[src/rtl/spi_reg_ctrl.sv]
// rtl/spi_reg_ctrl.sv - command/address/data register-access controller behind a byte-level SPI slave
//
// Decodes SPI messages of the form: command byte {rw, addr[6:0]} followed by
// data bytes. Writes land in a bank of 2**AW 8-bit registers, and reads stream
// them back one byte late through tx_byte. The address pointer auto-increments
// and wraps modulo the bank size.
//
// Ports:
//   clk, rst        clock and synchronous active-high reset
//   msg_start       1-cycle pulse, chip select asserted
//   msg_end         1-cycle pulse, chip select released
//   rx_valid        1-cycle pulse, rx_byte holds a received byte
//   rx_byte[7:0]    received byte
//   tx_byte[7:0]    byte the slave shifts out at its next byte boundary
//   busy            message in progress
//   wr_strobe       1-cycle pulse per register write, with wr_addr / wr_data
//   regs_flat       register bank, reg[i] = regs_flat[8*i+7:8*i]

module spi_reg_ctrl #(
    parameter int          AW        = 4,
    parameter logic [7:0]  SYNC_BYTE = 8'hA5,
    parameter logic [7:0]  ERR_BYTE  = 8'hEE
) (
    input  logic                    clk,
    input  logic                    rst,
    input  logic                    msg_start,
    input  logic                    msg_end,
    input  logic                    rx_valid,
    input  logic [7:0]              rx_byte,
    output logic [7:0]              tx_byte,
    output logic                    busy,
    output logic                    wr_strobe,
    output logic [AW-1:0]           wr_addr,
    output logic [7:0]              wr_data,
    output logic [8*(2**AW)-1:0]    regs_flat
);

    localparam int NREGS = 2 ** AW;

    typedef enum logic [2:0] {
        IDLE,
        CMD,
        WRITE,
        READ,
        ERR
    } state_t;

    state_t          state, state_n;
    logic [AW-1:0]   addr, addr_n;
    logic [7:0]      tx_n;
    logic            we_n;
    logic [AW-1:0]   wa_n;
    logic [7:0]      wd_n;
    logic [7:0]      regs [NREGS];

    logic [AW-1:0]   cmd_addr;
    logic            cmd_oor;

    assign cmd_addr = rx_byte[AW-1:0];
    // Any set address bit above the bank width makes the command invalid.
    // Shifting by AW leaves zero when AW == 7, so no bits are out of range then.
    assign cmd_oor  = ((rx_byte[6:0] >> AW) != 7'd0);

    always_comb begin
        state_n = state;
        addr_n  = addr;
        tx_n    = tx_byte;
        we_n    = 1'b0;
        wa_n    = wr_addr;
        wd_n    = wr_data;

        if (msg_start) begin
            // A new message always wins; a byte arriving in the same cycle
            // belongs to no command and is dropped.
            state_n = CMD;
            tx_n    = SYNC_BYTE;
        end else begin
            if (rx_valid) begin
                unique case (state)
                    CMD: begin
                        if (cmd_oor) begin
                            state_n = ERR;
                            tx_n    = ERR_BYTE;
                        end else if (rx_byte[7]) begin
                            state_n = WRITE;
                            addr_n  = cmd_addr;
                            tx_n    = 8'h00;
                        end else begin
                            state_n = READ;
                            addr_n  = cmd_addr + AW'(1);
                            tx_n    = regs[cmd_addr];
                        end
                    end
                    WRITE: begin
                        we_n   = 1'b1;
                        wa_n   = addr;
                        wd_n   = rx_byte;
                        addr_n = addr + AW'(1);
                        tx_n   = 8'h00;
                    end
                    READ: begin
                        tx_n   = regs[addr];
                        addr_n = addr + AW'(1);
                    end
                    default: begin
                        // IDLE and ERR: byte is ignored, tx_byte holds.
                    end
                endcase
            end
            // Closing the message after the byte above lets a final write commit.
            if (msg_end) begin
                state_n = IDLE;
                tx_n    = 8'h00;
            end
        end
    end

    always_ff @(posedge clk) begin
        if (rst) begin
            state     <= IDLE;
            addr      <= '0;
            tx_byte   <= 8'h00;
            wr_strobe <= 1'b0;
            wr_addr   <= '0;
            wr_data   <= 8'h00;
        end else begin
            state     <= state_n;
            addr      <= addr_n;
            tx_byte   <= tx_n;
            wr_strobe <= we_n;
            wr_addr   <= wa_n;
            wr_data   <= wd_n;
        end
    end

    always_ff @(posedge clk) begin
        if (rst) begin
            for (int i = 0; i < NREGS; i++) begin
                regs[i] <= 8'h00;
            end
        end else if (we_n) begin
            regs[addr] <= rx_byte;
        end
    end

    assign busy = (state != IDLE);

    for (genvar g = 0; g < NREGS; g++) begin : g_flat
        assign regs_flat[8*g +: 8] = regs[g];
    end

endmodule

[config.mk]
export PLATFORM = sky130hd
export DESIGN_NAME = spi_reg_ctrl
export DESIGN_NICKNAME = d
export VERILOG_FILES = /design/src/rtl/spi_reg_ctrl.sv
export SDC_FILE = /design/constraint.sdc
export NUM_CORES = 1
export LEC_CHECK = 0
export BUFFER_PORTS_ARGS = -buffer_cell sky130_fd_sc_hd__buf_2
export CAP_MARGIN = 20
export CORE_ASPECT_RATIO = 0.5
export CORE_MARGIN = 10
export CORE_UTILIZATION = 26
export CTS_CLUSTER_DIAMETER = 60
export DETAILED_ROUTE_END_ITERATION = 12
export PLACE_DENSITY = 0.45
export REMOVE_ABC_BUFFERS = 1
export SYNTH_ARGS = -nofsm -noshare
export SYNTH_HDL_FRONTEND = slang
export SYNTH_SLANG_ARGS = --single-unit
[constraint.sdc]
create_clock -name clk -period 2.2 [get_ports clk]
set_input_delay 0.11 -clock clk [delete_from_list [all_inputs] [get_ports clk]]
set_output_delay 0.11 -clock clk [all_outputs]
set_load 0.02 [all_outputs]
# Yosys cells after proc, flatten, opt, wreduce, memory -nomap -nowiden
# Memory sizes are Yosys's and may differ from the RTL's. A register that Yosys moved wholly into a read port is not among the register bits.
# Index checks and enable logic that the tools add are counted.
# totals
register_bits	28
latch_bits	0
ram_bits	128
romBits	0
in_bits	13
out_inout_bits	150
word_cells	60
n_memories	1
# classes
addsub	2
mul	0
div_mod_pow	0
magnitude_cmp	0
eq_ne	4
shift	0
muxes	28
bitwise	1
n_reduce_logical	16
# memory_table
memory	depth	word_bits	read_ports	rd_ports_with_merged_regs	wr	line	text
regs	16	8	18	1	16	54	logic [7:0] regs [NREGS];
# op_table
operator	count
two-way mux 8 bit	6
case mux 8 bit (3 select lines)	1
two-way mux 4 bit	5
two-way mux 1 bit	14
nonzero test 3 bit	4
adder 4 x 1 -> 4 bit (second input constant)	2
case mux 4 bit (2 select lines)	1
AND reduction 2 bit	4
OR reduction 8 bit	1
nonzero test 7 bit	1
equality test 3 x 2 -> 1 bit (second input constant)	2
nonzero test 5 bit	1
AND reduction 4 bit	1
equality test 3 x 1 -> 1 bit (second input constant)	1
two-way mux 3 bit	1
AND reduction 3 bit	1
OR reduction 3 bit	1
!= test 2 bit (second input constant)	1
nonzero test 2 bit	1
OR reduction 2 bit	1
inverter 1 bit	1

# Longest topological paths before layout
# logic_depth
word_depth	9
mapped_depth	8

# Worst setup path after synthesis
# Ideal clock, no wire load.
# synth_path
path_kind	register to register
from	register state[0]
to	memory regs[1][0] (enable)
setup_time_ps	329
arrival_ps	1674
path_slack_ps	197
stages_incl_launch_ff	6
n_path_buf	1
path_cell_list	dfxtp_1 > clkbuf_8 > nor4_4 > nand2_4 > nor3_4 > or2_1
# synth_rtl
item	line	text
from (decl)	48	state_t state, state_n;
from (signal assigned)	127	state <= state_n;
to (decl)	54	

# Worst setup path after layout
# layout_path
from	register state[1]
to	register tx_byte[0]
# layout_via
elab_chain_len	5
elab_cells_between_ends	9
cone_classes	eq/ne (3); mux (4); reduce/logical (2)
# layout_rtl
item	line	text
equality test 3 x 2 -> 1 bit or equality test 3 x 1 -> 1 bit (tied branches)	79	unique case (state)
case mux 8 bit (3 select lines)	79	
two-way mux 8 bit	78	if (rx_valid) begin
two-way mux 8 bit	111	if (msg_end) begin
two-way mux 8 bit	72	if (msg_start) begin
to (signal assigned)	129	tx_byte <= tx_n;
to (decl)	30	output logic [7:0] tx_byte,
# Parallel ways exist; a longest one is shown, timed or not. The select of a mux whose other input is x is not followed.
# A chain may end at the register's enable or synchronous reset.

==> flow_metrics.env <==
export IMPL_worst_slew_margin_rel_pct=60.2
export IMPL_status="completed"
export IMPL_syn_area_um2=8740
export IMPL_portBuffers=162
export IMPL_die_h_um=150
export IMPL_cts_setup_buffers=0
export IMPL_placed_area_um2=10300
export IMPL_synth_seq_area_share_pct=51.3
export IMPL_layout_setup_ws_ps=174
export IMPL_synthFlopType="edfxtp_1"
export IMPL_r2r_start="state[1]"
export IMPL_ys_types=56
export IMPL_power_leakage_nw=4.34
export IMPL_post_route_cells_drive_above_1_share_pct=40.1
export IMPL_synth_area_leaders="edfxtp_1 44%, mux4_2 14%, and2_1 9.3%"
export IMPL_irDropWorstVdd_mv=0.479
export IMPL_powerDensity_nw_per_um2=639
export IMPL_place_ws_ps=176
export IMPL_synth_cells=649
export IMPL_post_route_period_util_pct=92.1
export IMPL_route_detailed_drc=0
export IMPL_slew_viol_final=0
export IMPL_async_reset_ff_share_pct=0
export IMPL_cts_tree="done"
export IMPL_clock_skew_final_ps=9.16
export IMPL_overflow=0
export IMPL_crit_family="compound AO/OA/AOI/OAI gates"
export IMPL_dr_pass1_iters=5
export IMPL_area_delta_synth_final_pct=23.8
export IMPL_grt_pass1_wl_um=48400
export IMPL_synth_warnings=0
export IMPL_gr_usage_all_layers_pct=16.0
export IMPL_layout_min_cycle_time_ps=2030
export IMPL_vias=6382
export IMPL_row_count=47
export IMPL_nets=852
export IMPL_place_congestion=0.868
export IMPL_cts_repair_resize_count=0
export IMPL_core_area_um2=33100
export IMPL_max_freq_mhz=494
export IMPL_start_kind="register"
export IMPL_antenna_found_initial=2
export IMPL_drv_cap=0
export IMPL_vias_per_cell=4.95
export IMPL_dieArea_um2=41800
export IMPL_clockBufferDepth=2
export IMPL_finalHoldViolCount=0
export IMPL_cpMaxStageDelayCell="dfxtp_1"
export IMPL_end_kind="register"
export IMPL_required_ps=2550
export IMPL_crit_path_max_fanout=13
export IMPL_initial_utilization_pct=26.4
export IMPL_htree_levels=4
export IMPL_path_class="reg -> reg"
export IMPL_min_path_type="in -> reg"
export IMPL_setup_viol=0
export IMPL_drt_initial_drc_count=632
export IMPL_cts_hold_buf=1
export IMPL_wl_um=33400
export IMPL_hp_start="msg_start"
export IMPL_synth_top_cell_by_area="edfxtp_1"
export IMPL_cpPeakStageDelay_ps=480
export IMPL_num_antenna_cells=0
export IMPL_cp_cell_sequence="nor2b_1 > buf_4 > nand3_1 > a31oi_1 > a211oi_1 > a221oi_1"
export IMPL_synth_edf_count=128
export IMPL_wl_per_cell_um=25.9
export IMPL_fillers=3286
export IMPL_tightest_slew_ps=582
export IMPL_fin_area_um2=10800
export IMPL_tns_ps=0
export IMPL_cp_startpoint="state[1]"
export IMPL_die_x_um=279
export IMPL_root_buffer="clkbuf_16"
export IMPL_clk_pin_slew_ps=70
export IMPL_cts_made_buffers=17
export IMPL_cp_arrival_ps=2370
export IMPL_cts_sinks=160
export IMPL_grt_max_degree=38
export IMPL_synth_top_area_share_pct=44.0
export IMPL_ys_seq_elements=160
export IMPL_worst_path_buf_inv=1
export IMPL_dp_hpwl_um=25400
export IMPL_ant_nets=0
export IMPL_syn_avg_cell_area_um2=13.5
export IMPL_rsz0062_at_grt="false"
export IMPL_grt_pass1_vias=6606
export IMPL_io_pins=163
export IMPL_clk_latency_ps=440
logic make-up after synthesis:
family / share of synthesized area, %
XOR/XNOR: 0.301
multiplexers: 20.4
buffers and inverters: 3.59
AND/OR/NAND/NOR: 19.8
AO/OA/AOI/OAI: 3.95
adder cells (fa/ha/maj): 0.716
flip-flops: 51.3
placed cells by master, fill, tap and decap left out, types with 8 or more instances in the layout:
cell type  Yosys  layout
buf_2         10     162
and2_1       130     130
edfxtp_1     128     128
mux4_2        55      55
buf_4          7      44
nor2_1        31      31
dfxtp_1       32      30
mux2i_1       27      27
nand2_1       26      26
a21oi_1       17      17
clkbuf_16      0      17
or2_2         14      14
o21ai_0       14      14
nor2_4        12      12
nor3_1        11      11
mux4_1         9       9
nand2b_1       8       8
Yosys cell counts, types with 3 or more instances:
master,n
mux2i_1,27
buf_2,10
nor3_4,4
nor2_4,12
nor2_1,31
edfxtp_1,128
nor2b_1,6
a21oi_1,17
a31oi_1,4
nand3_1,3
mux4_1,9
mux4_2,55
nand4_1,4
nand2_4,4
nand2_1,26
or3_1,5
mux2_2,3
o21ai_0,14
dfxtp_1,32
nand3b_1,5
ha_1,5
buf_4,7
nand2b_1,8
buf_6,5
a2111oi_0,4
a211oi_1,5
and2_1,130
nor3_1,11
inv_1,7
nor4_1,4
clkbuf_1,20
or2_2,14
power by group:
group,internal [mW],leakage (nW),switching [mW]
Combinational,0.274,2.51,0.468
Clock,1.44,0.244,1.28
Sequential,3.35,1.58,0.0981
layer usage:
layer	vias to the layer above	GRT usage, %	routed length (um)
met5	-	0	32
met4	2	5.06	683
met3	33	3.90	1970
met2	216	27.2	16600
met1	3327	19.8	14100
li1	2804	-	-
metrics by stage:
step | utilization, % | power (mW) | hold slack, ps | std cells
finish | 32.7 | 6.91 | 31.1 | 1288
CTS | 32.7 | 6.97 | 14.6 | 1288
detailed placement | 31.1 | 4.25 | 387 | 1255
floorplan | - | 3.84 | 179 | 601
global placement | 31.1 | 4.26 | 385 | 1255
global route | 32.7 | 7.16 | 18.8 | 1288
worst register-to-register path, delay by kind of cell, from the launching register on:
kind                   cells  cell delay, ps
flip-flops                 1             480
buffers and inverters      1             200
AND/OR/NAND/NOR            2             580
AO/OA/AOI/OAI              3             680
final timing paths:
kind | end | slack, ps | cells after the start
worst max-delay path | tx_byte[0] | 170 | 6
worst min-delay path | state[1] | 30 | 3
worst max register to register | tx_byte[0] | 170 | 6
worst min register to register | wr_data[5] | 490 | 2
final cells by class:
cell class	count	area [um^2]	share of cell area, %
Sequential cell	160	4490	41.5
Multi-Input combinational cell	434	3940	36.4
Timing Repair Buffer	214	1290	11.9
Tap cell	441	552	5.10
Clock buffer	20	437	4.03
Clock inverter	12	87.6	0.809
Inverter	7	26.3	0.243
state kept, by name, summed over array words and instances (netlist names), named ones only:
register,count
wr_addr,4
state,3
tx_byte,8
regs,128
addr,4
wr_strobe,1
wr_data,8
No activity file was read; power rests on OpenSTA's default activity.
